===== src/rtl/shift_deser_if.sv =====
// Receive-side bundle for shift_deser: serial input, realign control and the
// completed-word valid/ready port with its status flags.
interface shift_deser_if #(
  parameter int N = 32
);
  logic         en;
  logic         dir;
  logic         sync;
  logic         sin;
  logic         sin_valid;
  logic [N-1:0] q;
  logic         q_valid;
  logic         q_ready;
  logic         busy;
  logic         overrun;

  modport master (
    output en, dir, sync, sin, sin_valid, q_ready,
    input  q, q_valid, busy, overrun
  );

  modport slave (
    input  en, dir, sync, sin, sin_valid, q_ready,
    output q, q_valid, busy, overrun
  );
endinterface


===== src/rtl/shift_deser.sv =====
// Serial-to-parallel receiver: assembles N-bit words LSB- or MSB-first and
// presents them on a valid/ready output register with sticky overrun.
module shift_deser #(
  parameter int N = 32
) (
  input  logic          i_clk,
  input  logic          i_clr,
  shift_deser_if.slave  io
);

  localparam int CW = (N > 2) ? $clog2(N) : 1;

  logic [N-1:0]  r_sh;
  logic [CW-1:0] r_cnt;
  logic          r_dir_l;
  logic [N-1:0]  r_q;
  logic          r_q_valid;
  logic          r_overrun;

  logic          w_take;
  logic          w_order;
  logic          w_last;
  logic          w_complete;
  logic [N-1:0]  w_sh_nxt;
  logic [CW-1:0] w_cnt_nxt;
  logic          w_dir_l_nxt;
  logic [N-1:0]  w_q_nxt;
  logic          w_q_valid_nxt;
  logic          w_overrun_nxt;

  assign w_take = io.en && io.sin_valid;
  assign w_last = (r_cnt == CW'(N - 1));

  // Bit order and shift path: a word's first bit (including the one after sync) takes live dir.
  always_comb begin
    w_order  = r_dir_l;
    w_sh_nxt = r_sh;
    if ((r_cnt == {CW{1'b0}}) || io.sync) begin
      w_order = io.dir;
    end else begin
      w_order = r_dir_l;
    end
    if (w_order) begin
      w_sh_nxt = {r_sh[N-2:0], io.sin};
    end else begin
      w_sh_nxt = {io.sin, r_sh[N-1:1]};
    end
  end

  // Bit counter, latched order and word-completion detect; sync overrides the count.
  always_comb begin
    w_cnt_nxt   = r_cnt;
    w_dir_l_nxt = r_dir_l;
    w_complete  = 1'b0;
    if (w_take && ((r_cnt == {CW{1'b0}}) || io.sync)) begin
      w_dir_l_nxt = io.dir;
    end else begin
      w_dir_l_nxt = r_dir_l;
    end
    if (io.sync) begin
      if (w_take) begin
        w_cnt_nxt = CW'(1);
      end else begin
        w_cnt_nxt = {CW{1'b0}};
      end
    end else if (w_take) begin
      if (w_last) begin
        w_cnt_nxt  = {CW{1'b0}};
        w_complete = 1'b1;
      end else begin
        w_cnt_nxt = r_cnt + CW'(1);
      end
    end else begin
      w_cnt_nxt = r_cnt;
    end
  end

  // Output register: a completion may land in the same cycle as a handshake (zero bubble).
  always_comb begin
    w_q_nxt       = r_q;
    w_q_valid_nxt = r_q_valid;
    w_overrun_nxt = r_overrun;
    if (w_complete) begin
      if (!r_q_valid || io.q_ready) begin
        w_q_nxt       = w_sh_nxt;
        w_q_valid_nxt = 1'b1;
      end else begin
        w_overrun_nxt = 1'b1;
      end
    end else if (r_q_valid && io.q_ready) begin
      w_q_valid_nxt = 1'b0;
    end else begin
      w_q_valid_nxt = r_q_valid;
    end
  end

  // State registers with asynchronous clear.
  always_ff @(posedge i_clk or posedge i_clr) begin
    if (i_clr) begin
      r_sh      <= {N{1'b0}};
      r_cnt     <= {CW{1'b0}};
      r_dir_l   <= 1'b0;
      r_q       <= {N{1'b0}};
      r_q_valid <= 1'b0;
      r_overrun <= 1'b0;
    end else begin
      if (w_take) begin
        r_sh <= w_sh_nxt;
      end
      r_cnt     <= w_cnt_nxt;
      r_dir_l   <= w_dir_l_nxt;
      r_q       <= w_q_nxt;
      r_q_valid <= w_q_valid_nxt;
      r_overrun <= w_overrun_nxt;
    end
  end

  assign io.q       = r_q;
  assign io.q_valid = r_q_valid;
  assign io.overrun = r_overrun;
  assign io.busy    = (r_cnt != {CW{1'b0}});

endmodule


===== src/flat_wrapper.sv =====
// flat-port wrapper written by rule: the top's interface ports become plain ports
module shift_deser_flat 
#(
  parameter int N = 32
)
  (i_clk, i_clr, io_en, io_dir, io_sync, io_sin, io_sin_valid, io_q_ready, io_q, io_q_valid, io_busy, io_overrun);
  shift_deser_if #(.N(N)) io_i ();
  input  logic i_clk;
  input  logic i_clr;
  input wire logic [$bits(io_i.en)-1:0] io_en;
  input wire logic [$bits(io_i.dir)-1:0] io_dir;
  input wire logic [$bits(io_i.sync)-1:0] io_sync;
  input wire logic [$bits(io_i.sin)-1:0] io_sin;
  input wire logic [$bits(io_i.sin_valid)-1:0] io_sin_valid;
  input wire logic [$bits(io_i.q_ready)-1:0] io_q_ready;
  output wire logic [$bits(io_i.q)-1:0] io_q;
  output wire logic [$bits(io_i.q_valid)-1:0] io_q_valid;
  output wire logic [$bits(io_i.busy)-1:0] io_busy;
  output wire logic [$bits(io_i.overrun)-1:0] io_overrun;
  assign io_i.en = io_en;
  assign io_i.dir = io_dir;
  assign io_i.sync = io_sync;
  assign io_i.sin = io_sin;
  assign io_i.sin_valid = io_sin_valid;
  assign io_i.q_ready = io_q_ready;
  assign io_q = io_i.q;
  assign io_q_valid = io_i.q_valid;
  assign io_busy = io_i.busy;
  assign io_overrun = io_i.overrun;
  shift_deser #(.N(N)) u_core (.i_clk(i_clk), .i_clr(i_clr), .io(io_i));
endmodule

===== config.mk =====
export PLATFORM = sky130hd
export DESIGN_NAME = shift_deser_flat
export DESIGN_NICKNAME = d
export VERILOG_FILES = /design/src/rtl/shift_deser_if.sv /design/src/rtl/shift_deser.sv /design/src/flat_wrapper.sv
export SDC_FILE = /design/constraint.sdc
export NUM_CORES = 1
export LEC_CHECK = 0
export CAP_MARGIN = 10
export CORE_MARGIN = 2
export CORE_UTILIZATION = 60
export CTS_CLUSTER_DIAMETER = 120
export DETAILED_ROUTE_END_ITERATION = 16
export DONT_BUFFER_PORTS = 1
export HOLD_SLACK_MARGIN = 0.12
export PLACE_DENSITY = 0.81
export REMOVE_ABC_BUFFERS = 1
export SYNTH_ARGS = -nofsm -noshare
export SYNTH_HDL_FRONTEND = slang
export SYNTH_SLANG_ARGS = --single-unit

===== constraint.sdc =====
create_clock -name i_clk -period 2.93 [get_ports i_clk]
set_clock_uncertainty 0.1 [all_clocks]
set_input_delay 0.7325 -clock i_clk [delete_from_list [all_inputs] [get_ports i_clk]]
set_output_delay 0.7325 -clock i_clk [all_outputs]
set_load 0.1 [all_outputs]

==> implementation parameters <==
Parameter                              Value

Global route
  Largest net degree at the start of global routing ... 51
  Total GRT Usage ... 0.240
  Overflow left after global routing ... 0
  Wire length of the first global-routing pass ... 11400 um
  Number of global-route vias before repair ... between 2000 and 2500
  Antenna violations before repair ... 0

Final layout
  Proportion of layout cells with a drive suffix above 1 ... 0.193
  Area overhead of the layout relative to synthesis ... 6.74%
  Number of nets in the finished design ... between 300 and 400
  Post-route cell area ... between 3000 and 4000 um^2
  Fill cell count ... 413
  Commonest non-fill, non-tap cell in the layout ... sky130_fd_sc_hd__dfrtp_1
  Number of diodes ... 0
  Highest-count cells in the layout ignoring fill and taps ... sky130_fd_sc_hd__dfrtp_1 (72), sky130_fd_sc_hd__nor2_1 (66), sky130_fd_sc_hd__a31oi_1 (65)

Synthesis
  Simple-Gate Fraction of Synth Area ... 0.161
  Adder-cell share of the synthesized area ... 0.0114
  Most common flop cell mapped by yosys ... sky130_fd_sc_hd__dfrtp_1
  Synth unique cells ... 32
  Cell area after synthesis ... about 3300 um^2
  Fraction of the mapped netlist area in compound gates ... 0.226
  Async set-or-reset flop fraction in the synthesized netlist ... 1.00
  Xor and xnor fraction of the mapped netlist area ... 0
  EDFF count, synth ... 0
  Average cell area after synthesis ... approximately 9.9 um^2
  Portion of the post-synthesis area used by sequential elements ... 0.545
  Count of warnings emitted by yosys ... 0
  Gate count of the mapped netlist ... ~330
  Mux contribution to synthesized area ... 0.00341
  Dominant combinational cell family by area after synthesis ... compound AO/OA/AOI/OAI gates
  Synth Register Bits ... 72

Worst setup path
  Crit Reg-Reg Startpoint ... u_core.r_cnt[0]$_DFFE_PP0P_
  Element type at the critical path start ... flip-flop
  Worst EP required ... 2.10 ns
  Slowest cell delay on critical path ... 0.44 ns
  Cell-by-cell trace of the critical path ... inv_1 -> ha_1 -> nor4b_4 -> inv_2 -> buf_4
  Critical R2R Capture ... u_core.io.q[11]$_DFFE_PP0P_
  Type of the worst setup path ... flip-flop to primary output
  Register-to-Register Path Depth ... 7
  Largest driver fanout on the critical path ... 5
  Arrival time reported for the critical path endpoint ... about 1.7 ns
  Crit end category ... primary output
  Setup slack of the most critical reg-to-reg path ... 0.67 ns
  Cell with the largest stage delay on the worst path ... sky130_fd_sc_hd__dfrtp_1

Die
  Area of the die ... 6120 um^2
  Die width ... 78.2 um
  Placeable core area ... about 5400 um^2
  DIE HEIGHT ... between 70 and 80 um
  Number of rows in the core area ... 27
  IO Pins ... 43
  Starting density of the core ... 0.612

Clock tree
  H-tree depth reported by CTS ... 3
  Resize count post-CTS ... 0
  Clock-pin transition on the worst setup and hold timing paths ... 0.07 ns
  Maximum number of buffers from clock root to sink ... 2
  Clock root buffer ... sky130_fd_sc_hd__clkbuf_8
  Hold buffer count at CTS ... 0
  Total number of clock tree sinks ... 72
  Clk Latency, worst-skew pair ... about 0.35 ns
  Post-CTS setup-driven buffer insertion count ... 0
  CTS Buf Count ... 9
  TritonCTS clock tree ... built

Job
  Max-capacitance violation count ... 0

Drt
  Routed vias ... approximately 2500
  Highest layer used for signal routing ... met4
  Routed len/inst ... between 15 and 20 um
  Final routed DRC violation total ... 0
  Wirelength, routed ... slightly below 7000 um
  Router iterations before antenna repair ... 5
  Wl on met1 ... 3040 um
  Routed met2 length ... 3260 um
  DR WL met3 ... about 470 um
  Post-route antenna net violation count ... 0
  Via density ... 6.31
  DRT iter0 DRCs ... approximately 280

Place
  Placed instance area ... between 3000 and 4000 um^2
  Half-perimeter wire length after detailed placement ... 4230 um
  Final weighted congestion in routability-driven placement ... 0.779
  Port Buffers ... 0

Power
  PD cells ... 684 nW/um^2
  Proportion of power drawn by combinational gates ... 0.166
  Clock power frac ... 0.332
  Psw ... ~0.72 mW
  Static Leak ... 1.52 nW
  Switching power as a share of total power ... 0.299
  Internal power component ... around 1.7 mW
  Maximum VDD drop ... around 0.39 mV
  Sequential share of power ... 0.502

Hold path
  Worst min-delay path category ... primary input to asynchronous set/reset pin

STA
  Final clock period utilization by the worst path ... 0.851
  Min Clock Period, post-route ... 2.49 ns
  Post-Route Setup TNS ... 0 ns
  Worst slew slack as a fraction of its limit ... 0.382
  Max Clock Freq ... between 0.4 and 0.5 GHz
  Number of max-slew violations in the final report ... 0
  Pin slew with the least headroom to its limit ... 0.926 ns
  Setup violators final ... 0
  Number of hold violations in the final report ... 0
  Setup repair after global routing missed its margin ... no

Outcome
  Status ... complete, no violations
## cell usage after synthesis (all sizes together) (2+ instances only)
| library cell | count | area (um^2) |
|---|---|---|
| nand2 | 7 | 28.8 |
| dfrtp | 72 | 1800 |
| nand3 | 32 | 160 |
| inv | 4 | 15.0 |
| nor4b | 2 | 32.5 |
| buf | 17 | 119 |
| a31oi | 65 | 407 |
| and2 | 2 | 15.0 |
| ha | 3 | 37.5 |
| clkbuf | 11 | 41.3 |
| nor2 | 66 | 248 |
| o21ai | 37 | 298 |
| a21oi | 4 | 20.0 |
## how the worst max path moves through the flow
stage / slack (ns) / cells past startpoint / from / endpoint
after floorplan: -0.86 / 3 / io_sin_valid / u_core.io.q[0]$_DFFE_PP0P_
after global placement: 0.77 / 7 / u_core.r_cnt[0]$_DFFE_PP0P_ / u_core.r_sh[8]$_DFFE_PP0P_
after detailed placement: 0.68 / 7 / u_core.r_cnt[0]$_DFFE_PP0P_ / u_core.io.q[11]$_DFFE_PP0P_
after CTS: 0.43 / 5 / u_core.r_cnt[0]$_DFFE_PP0P_ / io_busy
after global routing: 0.33 / 5 / u_core.r_cnt[0]$_DFFE_PP0P_ / io_busy
final: 0.44 / 5 / u_core.r_cnt[0]$_DFFE_PP0P_ / io_busy
## cell families after synthesis
group | after synthesis
simple gates | 116
compound gates | 109
mux | 1
fa+ha+maj | 3
flops | 72
buf+inv | 32
## state kept, by name, summed over array words and instances (netlist names)
| name | flops |
|---|---|
| u_core.r_dir_l | 1 |
| u_core.io.q_valid | 1 |
| u_core.r_sh | 32 |
| u_core.io.q | 32 |
| u_core.io.overrun | 1 |
| u_core.r_cnt | 5 |
## layer usage
layer	up-vias	GRT usage
met5	-	0
met4	0	0.0965
met3	11	0.0851
met2	83	0.357
met1	1246	0.325
li1	1201	-
## layout make-up
cell class,count,area (um^2),share of cell area
Timing Repair Buffer,10,87.6,0.0248
Multi-Input combinational cell,229,1340,0.378
Clock buffer,13,159,0.0450
Tap cell,72,90.1,0.0255
Sequential cell,72,1800,0.511
Inverter,4,15.0,0.00426
Clock inverter,3,40.0,0.0113
## critical path, delay by kind of cell (launching register included)
| kind | cells | cell delay (ns) |
|---|---|---|
| buffers and inverters | 3 | 0.44 |
| adders and majority gates | 1 | 0.14 |
| DFF | 1 | 0.44 |
| and+or+nand+nor | 1 | 0.29 |
## power by group through the flow
stage	clock network [mW]	logic [mW]	registers (mW)
after global placement	0	0.386	1.22
after detailed placement	0	0.400	1.22
after floorplan	0	0.323	1.20
final	0.800	0.401	1.21
after CTS	0.805	0.402	1.21
after global routing	0.855	0.452	1.22
## through the flow
stage | power, mW | setup WS, ns | util | cells | hold slack (ns)
2_1_floorplan | 1.52 | -0.858 | - | 305 | 0.371
3_5_place_dp | 1.62 | 0.676 | 0.616 | 387 | 0.408
4_1_cts | 2.41 | 0.433 | 0.653 | 403 | 0.269
5_1_grt | 2.53 | 0.330 | 0.653 | 403 | 0.300
3_3_place_gp | 1.60 | 0.767 | 0.616 | 387 | 0.382
6_report | 2.41 | 0.436 | 0.653 | 403 | 0.246
Power figures use the tool's default switching activity.
==> RTL edit 1, RTL diff (config.mk and constraints unchanged) <==
`N` is set to 32 in 3 places; all go to 64.
--- a/src/rtl/shift_deser_if.sv
+++ b/src/rtl/shift_deser_if.sv
@@ -2,5 +2,5 @@
 // completed-word valid/ready port with its status flags.
 interface shift_deser_if #(
-  parameter int N = 32
+  parameter int N = 64
 );
   logic         en;
--- a/src/rtl/shift_deser.sv
+++ b/src/rtl/shift_deser.sv
@@ -2,5 +2,5 @@
 // presents them on a valid/ready output register with sticky overrun.
 module shift_deser #(
-  parameter int N = 32
+  parameter int N = 64
 ) (
   input  logic          i_clk,
--- a/src/flat_wrapper.sv
+++ b/src/flat_wrapper.sv
@@ -2,5 +2,5 @@
 module shift_deser_flat 
 #(
-  parameter int N = 32
+  parameter int N = 64
 )
   (i_clk, i_clr, io_en, io_dir, io_sync, io_sin, io_sin_valid, io_q_ready, io_q, io_q_valid, io_busy, io_overrun);
Ports: changed (resized io_q); port bits go from 43 to 75. The function was not compared with the original's and may differ.
==> RTL edit 1 against the original RTL <==
  * Combinational power is 110% higher
  * Non-clock buffer count is 15 higher
  * Worst setup slack worse by 300 ps
  * Power is 120% higher
  * Cell count is 89% higher
  * Sequential cell count is 65 higher
  * Cell area is 100% higher
  * Area after synthesis is 93% higher
  * Via count is 95% higher
  * Routed wire length is 110% higher
  * Count of clock-buffer cells in the layout is 8 higher
  * Largest cell class unchanged
==> RTL edit 1: results (changes against the original RTL) <==
Pwr
  – P_leak: 3.05 nW (+100%)
  – Clk network pwr share: 0.404 (+0.072)
  – VDD IR max: 0.437 mV (+13%)
  – Gate power share: 0.159 (-0.007)
  – Switching share of power: 0.293 (-0.00598)

Synth
  – Most frequent cells after synthesis: dfrtp_1 (137), nor2_1 (132), a31oi_1 (128), nand3_2 (60), o21ai_1 (60)
  – Sequential share of the synthesized area: 0.537 (-0.00779)
  – Syn Area/Cell: 10.2 µm² (+3.0%)

Global route
  – First-pass GRT wire length: 24,400 µm (+110%)
  – Largest net degree at the start of global routing: 129 (+150%)
  – Vias in the first global route: 4,893 (+110%)

Placed design
  – DP Wirelength: 8390 µm (+98%)
  – GP Congestion: 0.802 (+3.0%)
  – Placed Cells: 728 (+88%)

Clock tree
  – Cts bufs inserted: 17 (+8)
  – Skew-Pair Late Insertion Delay: 530 ps (+180 ps)

Layout
  – Share of layout cells above drive strength 1: 0.202 (+0.00825)

Timing
  – Min Tclk post-route: 2800 ps (+303 ps)

Min path
  – Worst Hold Class: input port to register

Drt
  – Initial drt markers: 404 (+46%)
  – DR WL/cell: 19.1 µm (+12%)

Setup path
  – Reg2Reg Setup Slack: 510 ps (-160 ps)
  – R2R Path End: u_core.io.q[49]
  – Critical path arrival: 1960 ps (+300 ps)
  – Worst path max stage delay: 400 ps (-40 ps)

Outcome
  – Outcome: complete, no violations
RTL edit 1: cell types whose count changed after synthesis, moves of 7 or more:
cell | before | now
nor2_1 | 66 | 132
dfrtp_1 | 72 | 137
o21ai_2 | 30 | 0
o21ai_1 | 1 | 60
clkbuf_1 | 11 | 20
nand3_1 | 32 | 5
buf_2 | 8 | 22
nand3_2 | 0 | 60
buf_12 | 0 | 7
a31oi_1 | 65 | 128
RTL edit 1: what timing repair did:
item,CTS,global route
endpoints found under the setup margin,0,0
hold buffers,1,0
endpoints found under the hold margin,63,0
RTL edit 1: layout make-up:
type	count	area [µm²]
Tap cell	136	170
Sequential cell	137	3430
Clock buffer	21	459
Inverter	3	16.3
Multi-Input combinational cell	428	2580
Clock inverter	11	145
Fill cell	751	3240
Timing Repair Buffer	25	290
RTL edit 1: metrics by stage:
step	worst slack [ps]	cell area, µm²	hold slack (ps)	power, W	setup TNS (ps)
floorplan	-3780	6000	373	0.00297	-493970
CTS	117	7090	134	0.00538	0
global placement	674	6470	385	0.00314	0
detailed placement	565	6470	424	0.00320	0
finish	133	7090	155	0.00537	0
global route	20.0	7090	129	0.00560	0
RTL edit 1: kinds of logic after synthesis:
family	count (synthesis)	share of synthesized area
fa+ha+maj	2	0.00392
mux	1	0.00176
flops	137	0.537
buf+inv	59	0.0616
xor+xnor	2	0.00275
simple gates	215	0.195
compound gates	208	0.198
RTL edit 1: routing by layer:
layer,up-vias,global-route usage,wire (µm)
li1,2249,-,-
met1,2485,0.353,6130
met2,182,0.419,7070
met3,37,0.0942,1050
met4,0,0.111,276
met5,-,0,0
